**src/rtl/ab_testing.sv**
```systemverilog
// Fixed-length xorshift128 engine: captures a seed during reset, runs N_ITER steps, then holds.
// Optional ABT_ZERO_GUARD_EN: an all-zero seed is replaced by the standard xorshift128 constants.
module ab_testing #(
  parameter int unsigned N_ITER = 8,
  parameter int unsigned CNT_W  = 8
) (
  input  logic         clk,
  input  logic         rst,
  input  logic [127:0] S,
  output logic [127:0] outS,
  output logic         finish
);

  typedef enum logic [1:0] {
    StLoad,
    StRun,
    StDone
  } state_e;

  localparam logic [CNT_W-1:0] NIterC = CNT_W'(N_ITER);

  state_e             state_q, state_d;
  logic [31:0]        x_q, y_q, z_q, w_q;
  logic [31:0]        x_d, y_d, z_d, w_d;
  logic [CNT_W-1:0]   cnt_q, cnt_d;
  logic [127:0]       outs_q, outs_d;
  logic               finish_q, finish_d;

  logic [31:0]        seed_x, seed_y, seed_z, seed_w;
  logic [31:0]        step_t, step_w;

  always_comb begin
`ifdef ABT_ZERO_GUARD_EN
    // An all-zero state is a fixed point of xorshift; substitute a known-good seed.
    if (S == '0) begin
      seed_x = 32'h075BCD15;
      seed_y = 32'h159A55E5;
      seed_z = 32'h1F123BB5;
      seed_w = 32'h05491333;
    end else begin
      seed_x = S[31:0];
      seed_y = S[63:32];
      seed_z = S[95:64];
      seed_w = S[127:96];
    end
`else
    seed_x = S[31:0];
    seed_y = S[63:32];
    seed_z = S[95:64];
    seed_w = S[127:96];
`endif
  end

  always_comb begin
    step_t = x_q ^ (x_q << 11);
    step_w = w_q ^ (w_q >> 19) ^ step_t ^ (step_t >> 8);
  end

  always_comb begin
    state_d  = state_q;
    x_d      = x_q;
    y_d      = y_q;
    z_d      = z_q;
    w_d      = w_q;
    cnt_d    = cnt_q;
    outs_d   = outs_q;
    finish_d = finish_q;

    unique case (state_q)
      StLoad: begin
        // Release edge already performs step 1.
        state_d = StRun;
        x_d     = y_q;
        y_d     = z_q;
        z_d     = w_q;
        w_d     = step_w;
        cnt_d   = CNT_W'(1);
      end
      StRun: begin
        if (cnt_q == NIterC) begin
          state_d  = StDone;
          outs_d   = {w_q, z_q, y_q, x_q};
          finish_d = 1'b1;
        end else begin
          x_d   = y_q;
          y_d   = z_q;
          z_d   = w_q;
          w_d   = step_w;
          cnt_d = cnt_q + CNT_W'(1);
        end
      end
      StDone: begin
      end
      default: begin
        state_d = StLoad;
      end
    endcase
  end

  always_ff @(posedge clk) begin
    if (!rst) begin
      state_q  <= StLoad;
      x_q      <= seed_x;
      y_q      <= seed_y;
      z_q      <= seed_z;
      w_q      <= seed_w;
      cnt_q    <= '0;
      outs_q   <= '0;
      finish_q <= 1'b0;
    end else begin
      state_q  <= state_d;
      x_q      <= x_d;
      y_q      <= y_d;
      z_q      <= z_d;
      w_q      <= w_d;
      cnt_q    <= cnt_d;
      outs_q   <= outs_d;
      finish_q <= finish_d;
    end
  end

  assign outS   = outs_q;
  assign finish = finish_q;

endmodule

```
**config.mk**
```make
export PLATFORM = sky130hd
export DESIGN_NAME = ab_testing
export DESIGN_NICKNAME = d
export VERILOG_FILES = /design/src/rtl/ab_testing.sv
export SDC_FILE = /design/constraint.sdc
export NUM_CORES = 1
export LEC_CHECK = 0
export BUFFER_PORTS_ARGS = -buffer_cell sky130_fd_sc_hd__buf_2
export CORE_MARGIN = 2
export CORE_UTILIZATION = 54
export DETAILED_ROUTE_END_ITERATION = 12
export PLACE_DENSITY = 0.9
export SYNTH_ARGS = -nofsm -noshare
export SYNTH_HDL_FRONTEND = slang
export SYNTH_SLANG_ARGS = --single-unit
export TNS_END_PERCENT = 30
```
**constraint.sdc**
```tcl
create_clock -name clk -period 6.49 [get_ports clk]
set_clock_uncertainty 0.1 [all_clocks]
set_input_delay 0.649 -clock clk [delete_from_list [all_inputs] [get_ports clk]]
set_output_delay 0.649 -clock clk [all_outputs]
set_load 0.05 [all_outputs]
```
## Word-level counts from Yosys, hierarchy flattened

Cells that the tools add are included.

- Add/subtract/negate cells: 1
- Eq/ne operators: 7
- Mux-type cells: 16
- Bitwise logic cells: 5
- Reduce and logical (&&, ||, !) cells: 6

Operators with widths:

| kind | number |
|---|---|
| 2-to-1 mux 32 bit | 8 |
| case mux 32 bit (2 select lines) | 4 |
| XOR 32 bit | 2 |
| XOR 32 x 13 -> 32 bit | 1 |
| XOR 32 x 24 -> 32 bit | 1 |
| case mux 8 bit (2 select lines) | 1 |
| adder 8 x 1 -> 8 bit (second input constant) | 1 |
| == test 8 x 4 -> 1 bit (second input constant) | 1 |
| 2-to-1 mux 8 bit | 1 |
| AND reduction 2 bit | 4 |
| case mux 2 bit (3 select lines) | 1 |
| != test 2 bit (second input constant) | 2 |
| != test 3 x 1 -> 1 bit (second input constant) | 1 |
| != test 3 bit (second input constant) | 1 |
| == test 2 x 1 -> 1 bit (second input constant) | 1 |
| == test 2 bit (second input constant) | 1 |
| zero test 2 bit | 1 |
| 2-to-1 mux 2 bit | 1 |
| nonzero test 2 bit | 1 |
| inverter 1 bit | 1 |

- Register bits after elaboration: 267
- Input bits: 130
- Output and inout bits: 129
- Logic and storage cells: 43

## Logic depth before layout (Yosys ltp)

Gate-level depths: netlist of run 1.

- Depth after elaboration: 6
- Mapped depth: 8
- Mapped depth without buffers: 6

## Least setup slack after synthesis of run 1

Ideal clock, no wire load.

- Path type: input to register
- Start: input port rst
- End: register w_q[0], enable pin
- Library setup time: 1.110 ns
- Arrival: 3.611 ns
- Data required time: 5.280 ns
- Setup slack: 1.669 ns
- Stages: 4
- Path buffers: 3
- Cells stage by stage: clkbuf_1 > clkbuf_1 > clkbuf_1 > nand2_1

- Cells in the longest elaborated chain, start to end: 2

RTL lines:

| element | RTL line | source |
|---|---|---|
| start, declared | 8 | `input logic rst,` |
| != test 3 x 1 -> 1 bit (no line) / != test 3 bit (equally long branches) | -- |  |
| AND reduction 2 bit (no line) (*) | -- |  |
| end signal, assigned | 106 | `w_q <= seed_w;` |
| end signal, assigned | 115 | `w_q <= w_d;` |
| end, declared | 23 | `logic [31:0] x_q, y_q, z_q, w_q;` |

Mark *: on every way between the ends. The rest lies on a longest branch, timed or not.
A chain may end at the register's enable or synchronous reset.

## Worst setup path in the final report of run 1

- Start: register cnt_q[0]
- End: register y_q[11], enable pin

- Cells in the longest elaborated chain, start to end: 3

RTL lines:

| element | RTL line | source |
|---|---|---|
| start, declared | 25 | `logic [CNT_W-1:0] cnt_q, cnt_d;` |
| start signal, assigned | 116 | `cnt_q <= cnt_d;` |
| == test 8 x 4 -> 1 bit | 80 | `if (cnt_q == NIterC) begin` |
| != test 3 bit (no line) | -- |  |
| AND reduction 2 bit (no line) | -- |  |
| end signal, assigned | 104 | `y_q <= seed_y;` |
| end signal, assigned | 113 | `y_q <= y_d;` |
| end, declared | 23 |  |

No other way between the ends.

==> flow_summary.ini, run 1 <==
[power]
total_leakage_power_nw = 5.295
powerDensity_nw_per_um2 = 352.9
ir_drop_v = 0.0002445

[floorplan]
die_height_um = 148.1
row_count = 52
core_area_um2 = 20300
die_w_um = 148.1
die_area_um2 = 21930
io_pins = 259
start_util_pct = 55.24

[sta]
slew_violations = 0
finalSetupTns_ns = 0
hold_viol = 0
rsz0062_at_grt = false
tightestPinTransition_ns = 0.9585
slew_headroom_pct = 36.10
post-route-period-util_pct = 48.98
fin_crit_ns = 3.179
setup_viol = 0
maxClockFrequency_mhz = 314.6

[final_layout]
nNetsFinal = 1365
drive_gt1_share_pct = 34.50
instances_no_fill = 1527
fillCellCount = 1537
multi_input_area_um2 = 4254
area.growth.synth_to_final_pct = 20.04
register_area_um2 = 6626

[placed_design]
port_buffers = 258
place_congestion = 0.9004
placedCellCount = 1474
dpl.hpwl_um = 21210

[synth]
synth_most_common_cell = nand2_1
synth_edf_count = 128
ys.flop_type = dfxtp_1
syn_inst = 1001
yosysWarnings = 0
synth_top_cell_area_share_pct = 34.28
yosys.area.top_type = edfxtp_1
synth.area.top_cells = edfxtp_1 (34%), dfxtp_1 (25%), mux2_2 (13%)
synthTopCellsByCount = nand2_1 (264), dfxtp_1 (139), a21oi_1 (135)
async_flop_share_pct = 0
ys_seq_elements = 267
syn_area_um2 = 11210
avgSynthCellArea_um2 = 11.20
ys_seq_area_share_pct = 59.09
synth_fp_nets = 1133
yosysUniqueCellTypes = 34

[drt]
drcViolationCount = 0
drt_iter0_markers = 593
routedWlPerCell_um = 20.36
vias = 8497
wl_um = 31090
routed_via_density = 5.565
drtPass1Iterations = 5
antenna_left = 0

[worst_setup_path]
path_class = register to register
critPathArrivalTime_ns = 3.23
crit_required_ns = 6.54
rr_worst_depth = 6
crit_path_end_kind = register
reg2reg_to = y_q[11]
endpoint = y_q[11]
rrSetupSlack_ns = 3.31
crit_fanout = 71
cp-startpoint = cnt_q[0]
r2r-start = cnt_q[0]
critPathLaunchType = register

[global_routing]
busiest_layer = met2
grt_pass1_wl_um = 46100
grt_max_degree = 78
gr-usage-all-layers_pct = 27.40
met3_usage_pct = 4.693
antenna_found_initial = 6
use_met1_pct = 34.77
grt_pass1_vias = 8208
grt_util_met2_pct = 47.20
overflow = 0

[clock_network]
cts.sinks = 267
cts_setup_buffers = 0
cts_max_level = 1
postCtsHoldBufs = 0
cts_resized = 0
clk_latency_ns = 0.52
cts_buffers = 27
clockBufferDepth = 3
cts.clk_slew.worst_paths_ns = 0.06
cts_root_buf = clkbuf_16
cts_tree = yes

[status]
status = finished clean

[run]
maxCapViolations = 0

[worst_hold_path]
hp-class = primary input to register
-- cell usage in the layout (no fill, tap or decap), types with 2 or more instances in the layout --
master / netlist / layout
a21oi_1: 135 / 135
nand3_1: 5 / 5
nand2b_1: 3 / 3
diode_2: 0 / 5
buf_2: 7 / 257
clkbuf_8: 0 / 2
mux2_2: 126 / 126
a31oi_1: 2 / 2
xnor2_1: 74 / 74
clkinv_1: 0 / 2
bufinv_16: 0 / 3
clkbuf_1: 41 / 8
edfxtp_1: 128 / 128
nand4_1: 2 / 2
nand2_1: 264 / 263
xor2_1: 23 / 23
clkinv_2: 0 / 3
nor2_1: 15 / 15
inv_1: 3 / 2
nor2b_1: 2 / 2
clkbuf_16: 0 / 27
dfxtp_1: 139 / 139
buf_4: 1 / 6
ha_1: 2 / 2
a22oi_1: 2 / 2
-- kinds of logic after synthesis --
logic type	synth area share (%)
AOI/OAI and AO/OA	6.628
xor gates and xnor gates	7.576
adders and majority gates	0.2231
buffers and inverters	3.057
DFF	59.09
muxes	12.74
and+or+nand+nor	10.68
-- worst min path at each step --
stage             start  endpoint  slack (ns)  depth (start not counted)
6_report          S[80]   z_q[16]        0.32                          2
5_1_grt           S[80]   z_q[16]        0.31                          2
4_1_cts          S[104]    w_q[8]        0.31                          2
3_5_place_dp   outS[27]  outS[27]        0.34                          2
3_3_place_gp   outS[12]  outS[12]        0.34                          2
2_1_floorplan  cnt_q[7]  cnt_q[7]        0.38                          2
-- area by class of cell --
| class | instances | area share (%) |
|---|---|---|
| Tap cell | 270 | 2.510 |
| Sequential cell | 267 | 49.23 |
| Antenna cell | 5 | 0.09295 |
| Multi-Input combinational cell | 670 | 31.60 |
| Clock buffer | 37 | 5.447 |
| Clock inverter | 11 | 1.041 |
| Timing Repair Buffer | 264 | 9.974 |
| Inverter | 3 | 0.1022 |
-- state kept, by name (all words and copies together), names as in the netlist --
register	count
y_q	32
z_q	32
cnt_q	8
outS	128
w_q	32
x_q	32
state_q	2
finish	1
-- metrics by stage --
step           power, mW  setup WS [ns]  hold WS, ns  area [µm²]  utilization (%)
2_1_floorplan      2.897          1.669       0.3779       11210                -
3_3_place_gp       3.160          3.456       0.3390       12570            61.95
3_5_place_dp       3.200          3.351       0.3443       12570            61.95
4_1_cts            4.749          3.341       0.3075       13450            66.25
5_1_grt            4.896          3.188       0.3129       13460            66.30
6_report           4.751          3.311       0.3239       13460            66.31
-- worst max-delay path, cell delays in order (launching register included) --
cell	delay [ns]
dfxtp_1	0.44
inv_1	0.10
ha_1	0.20
nor4b_4	0.14
a41o_1	0.29
nand2_4	0.59
buf_4	0.85
-- where the power goes --
group          switching [mW]  internal, mW
combinational           0.317         0.481
clock                   0.652         0.911
sequential              0.315          2.08
total                    1.28          3.47
-- per-layer routing --
| metal | share of wire (%) | routed length, µm |
|---|---|---|
| met5 | 0.071 | 22 |
| met4 | 4.1 | 1262 |
| met1 | 38 | 11930 |
| met2 | 49 | 15180 |
| met3 | 8.7 | 2698 |
(Power assumes the default switching activity.)
==> inputs of run 2 (changes only) <==
CORE_UTILIZATION = 49   (was 54)
PLACE_DENSITY = 0.87   (was 0.9)
clock period = 2.9 ns   (was 6.49 ns; I/O delays follow)
==> flow_summary.ini, run 2 (same netlist as run 1, synthesis figures left out) <==
[status]
status = finished clean

[final_layout]
register_area_um2 = 6626
design_area_um2 = 14830
final_cell_mix = nand2_1 (263), buf_2 (257), dfxtp_1 (139)
largest_reg_flops = 128
area.growth.synth_to_final_pct = 32.27
nNetsFinal = 1498
multi_input_area_um2 = 4263
final_common_cell = nand2_1
drive_gt1_share_pct = 31.70
fillCellCount = 1560

[sta]
post-route-period-util_pct = 79.62
hold_viol = 0
finalSetupTns_ns = 0
maxClockFrequency_mhz = 433.1
slew_headroom_pct = 60.35
tightestPinTransition_ns = 0.5947
rsz0062_at_grt = false
fin_crit_ns = 2.309
slew_violations = 0
setup_viol = 0

[power]
p_comb_share_pct = 18.4
switching_share_pct = 27.62
power.internal_mw = 7.766
total_leakage_power_nw = 5.869
seqPwrFrac_pct = 50.0
powerDensity_nw_per_um2 = 723.4
p_switching_mw = 2.964
total_power_mw = 10.73
ir_drop_v = 0.0003968
clkPwrFrac_pct = 31.6

[worst_setup_path]
path_class = register to register
critPathArrivalTime_ns = 2.42
reg2reg_to = y_q[17]
crit_fanout = 47
crit_path_end_kind = register
rrSetupSlack_ns = 0.59
r2r-start = cnt_q[0]
crit_required_ns = 3.01
critPathLaunchType = register
rr_worst_depth = 6

[clock_network]
cts.clk_slew.worst_paths_ns = 0.06
cts_max_level = 1
cts_resized = 0
cts_buffers = 28
clockBufferDepth = 3
clk_latency_ns = 0.54
cts.sinks = 267
cts_root_buf = clkbuf_16
cts_tree = yes

[placed_design]
placed_area_um2 = 12740
place_congestion = 0.8180
port_buffers = 258
dpl.hpwl_um = 22210

[floorplan]
die_height_um = 155.3
die_area_um2 = 24110
start_util_pct = 49.68
row_count = 55
die_w_um = 155.3
io_pins = 259
core_area_um2 = 22570

[drt]
drcViolationCount = 0
routed_via_density = 5.466
drt_iter0_markers = 680
routedWlPerCell_um = 20.87
drtPass1Iterations = 5
vias = 9155
antenna_left = 0
wl_um = 34950

[run]
maxCapViolations = 0

[global_routing]
gr-usage-all-layers_pct = 28.62
grt_pass1_wl_um = 52540
grt_max_degree = 76
grt_pass1_vias = 9433
antenna_found_initial = 2
overflow = 0

[worst_hold_path]
hold_path_end = w_q[1]
hp-class = primary input to register
whs_path_depth = 3
worstHoldStart = S[97]
run 2: cell types whose count changed in the layout (fill, tap and decap cells not counted), moves of 2 or more:
cell and change:
dlygate4sd3_1 +123, buf_12 +6, clkbuf_1 +4, buf_4 +3
clkinv_2 +3, diode_2 -3, bufinv_16 -2, clkbuf_16 +2
clkbuf_8 -2
run 2: worst max-delay path, cell delays in order (launching register included):
cell	delay, ns
dfxtp_1	0.44
inv_1	0.09
ha_1	0.20
nor4b_4	0.14
a41o_1	0.31
nand2_8	0.36
buf_12	0.32
run 2: power groups by stage:
stage	clock, mW	combinational, mW	sequential, mW
after floorplan	0	1.46	5.02
after global placement	0	1.73	5.38
after detailed placement	0	1.80	5.41
after CTS	3.41	1.95	5.33
after global routing	3.58	2.16	5.41
final	3.39	1.97	5.37
run 2: per-stage QoR:
| stage | util [%] | hold WS, ns | setup slack, ns | instances |
|---|---|---|---|---|
| finish | 65.71 | 0.003477 | 0.5910 | 1675 |
| global route | 65.71 | 0.01111 | 0.4682 | 1675 |
| floorplan | - | 0.3779 | 0.4160 | 1001 |
| CTS | 65.64 | 0.0007349 | 0.6119 | 1672 |
| detailed placement | 56.46 | 0.3435 | 0.6082 | 1498 |
| global placement | 56.46 | 0.3391 | 0.6873 | 1498 |
run 2: repair_timing:
| item | CTS | global route |
|---|---|---|
| hold endpoints to repair | 122 | 1 |
| setup buffers | 0 | 0 |
| hold buffers | 122 | 1 |
run 2: area by class of cell:
| class | count | area share [%] |
|---|---|---|
| Multi-Input combinational cell | 670 | 28.74 |
| Tap cell | 285 | 2.404 |
| Sequential cell | 267 | 44.68 |
| Inverter | 3 | 0.09280 |
| Clock buffer | 41 | 5.197 |
| Clock inverter | 11 | 0.5399 |
| Antenna cell | 2 | 0.03374 |
| Timing Repair Buffer | 396 | 18.31 |
run 2: worst max path at each step:
stage,from,slack (ns),to,cells past startpoint
detailed placement,cnt_q[0],0.61,y_q[17],6
CTS,cnt_q[0],0.61,y_q[17],6
finish,cnt_q[0],0.59,y_q[17],6
global placement,cnt_q[0],0.69,x_q[15],6
global route,cnt_q[0],0.47,w_q[15],6
floorplan,rst,0.42,w_q[0],4
run 2: metal layers:
metal	vias to the layer above	routed length, µm	GRT usage, %	part of all wire (%)
met5	-	0	0	0
met4	0	1800	13.41	5.2
met3	112	2817	6.630	8.1
met2	466	17050	49.27	49
met1	4412	13280	34.09	38
li1	4165	-	-	-
==> inputs of run 3 (changes only) <==
CORE_UTILIZATION = 54   (was 49)
PLACE_DENSITY = 0.9   (was 0.87)
clock period = 2.4 ns   (was 2.9 ns; I/O delays follow)
==> flow_summary.ini, run 3 (same netlist as run 1, synthesis figures left out) <==
[sta]
finalSetupTns_ns = 0
slew_violations = 0
setup_viol = 0
tightestPinTransition_ns = 0.5984
slew_headroom_pct = 60.11
fin_crit_ns = 2.135
maxClockFrequency_mhz = 468.4
post-route-period-util_pct = 88.96
hold_viol = 0
rsz0062_at_grt = false

[worst_setup_path]
rrSetupSlack_ns = 0.26
critPathLaunchType = register
critPathArrivalTime_ns = 2.48
crit_fanout = 50
crit_required_ns = 2.75
path_class = register to register
crit_path_end_kind = register

[drt]
routedWlPerCell_um = 21.55
routed_via_density = 5.627
vias = 9380
top_layer_used = met4
drcViolationCount = 0
met1_length_um = 12810
antenna_left = 0
wl_um = 35930
dr_wl_met3_um = 3158
drt_iter0_markers = 696
wl_met2_um = 18060
drtPass1Iterations = 5

[final_layout]
instances_no_fill = 1667
final_common_cell = nand2_1
drive_gt1_share_pct = 32.52
fillCellCount = 1217
register_area_um2 = 6626
largest_reg_flops = 128
multi_input_area_um2 = 4263
final_cell_mix = nand2_1 (263), buf_2 (257), dfxtp_1 (139)
nNetsFinal = 1507
area.growth.synth_to_final_pct = 34.16
fin_util_pct = 74.11

[clock_network]
cts_tree = yes
cts_root_buf = clkbuf_16
cts_buffers = 27
clk_latency_ns = 0.55
cts_max_level = 1
cts_resized = 0
cts.clk_slew.worst_paths_ns = 0.07
cts.sinks = 267
cts_setup_buffers = 0
clockBufferDepth = 3

[placed_design]
dpl.hpwl_um = 21770
placedCellCount = 1488
place_congestion = 0.8359
port_buffers = 258

[worst_hold_path]
hp-class = primary input to register

[floorplan]
io_pins = 259
row_count = 52
core_area_um2 = 20300
die_w_um = 148.1
die_area_um2 = 21930
start_util_pct = 55.24
die_height_um = 148.1

[global_routing]
overflow = 0
grt_pass1_wl_um = 53480
grt_pass1_vias = 9619
grt_max_degree = 69
gr-usage-all-layers_pct = 31.78
antenna_found_initial = 1

[run]
maxCapViolations = 0

[status]
status = finished clean

[power]
ir_drop_v = 0.0006436
total_leakage_power_nw = 5.986
powerDensity_nw_per_um2 = 885.6
-- run 3: cell count changes in the layout (fill, tap and decap cells not counted), sizes merged --
| cell | change |
|---|---|
| dlygate4sd3 | +5 |
| inv | +2 |
| buf | +5 |
| diode | -1 |
| clkinvlp | +1 |
| bufinv | +1 |
| clkbuf | -2 |
| clkinv | -4 |
-- run 3: through the flow --
step	total power [mW]	worst slack (ns)	hold WS, ns	instance area [µm²]
floorplan	7.834	0.1880	0.3492	11230
global placement	8.581	0.3478	0.3390	12830
detailed placement	8.666	0.2676	0.3430	12830
CTS	13.22	0.2566	0.07345	15040
global route	13.72	0.1429	0.1064	15040
finish	13.32	0.2650	0.08306	15040
-- run 3: final timing paths --
check | cells after the start | endpoint | start
max | 7 | outS[39] | cnt_q[0]
min | 2 | cnt_q[6] | rst
max reg2reg | 7 | outS[39] | cnt_q[0]
min reg2reg | 2 | outS[76] | outS[76]
-- run 3: area by class of cell --
class / instances / area share, %
timing repair buffer: 406 / 19.06
sequential: 267 / 44.05
tap: 270 / 2.246
multi-input combinational: 670 / 28.34
clock buffer: 39 / 5.465
antenna: 1 / 0.01663
inverter: 3 / 0.09149
clock inverter: 11 / 0.7402
-- run 3: critical path, cell delays in order, from the launching register on --
cell and delay [ns]:
dfxtp_1 0.36, inv_1 0.10, ha_1 0.17, nor4b_4 0.28, and4_4 0.45, buf_12 0.28, nand2_1 0.11, a21oi_1 0.19
-- run 3: what timing repair did --
action	4_1_cts	5_1_grt
hold endpoints to repair	128	0
endpoints found under the setup margin	0	0
hold buffers	128	0
-- run 3: layer usage --
layer | track usage [%] | vias to the layer above
li1 | - | 4165
met3 | 6.012 | 125
met5 | 0 | -
met4 | 16.00 | 0
met1 | 36.99 | 4519
met2 | 56.20 | 571
-- run 3: where the power goes --
part / switching, mW / internal, mW / total, mW
Clock: 1.83 / 2.59 / 4.43
Combinational: 0.984 / 1.45 / 2.44
Sequential: 0.844 / 5.61 / 6.46
Total: 3.66 / 9.66 / 13.3
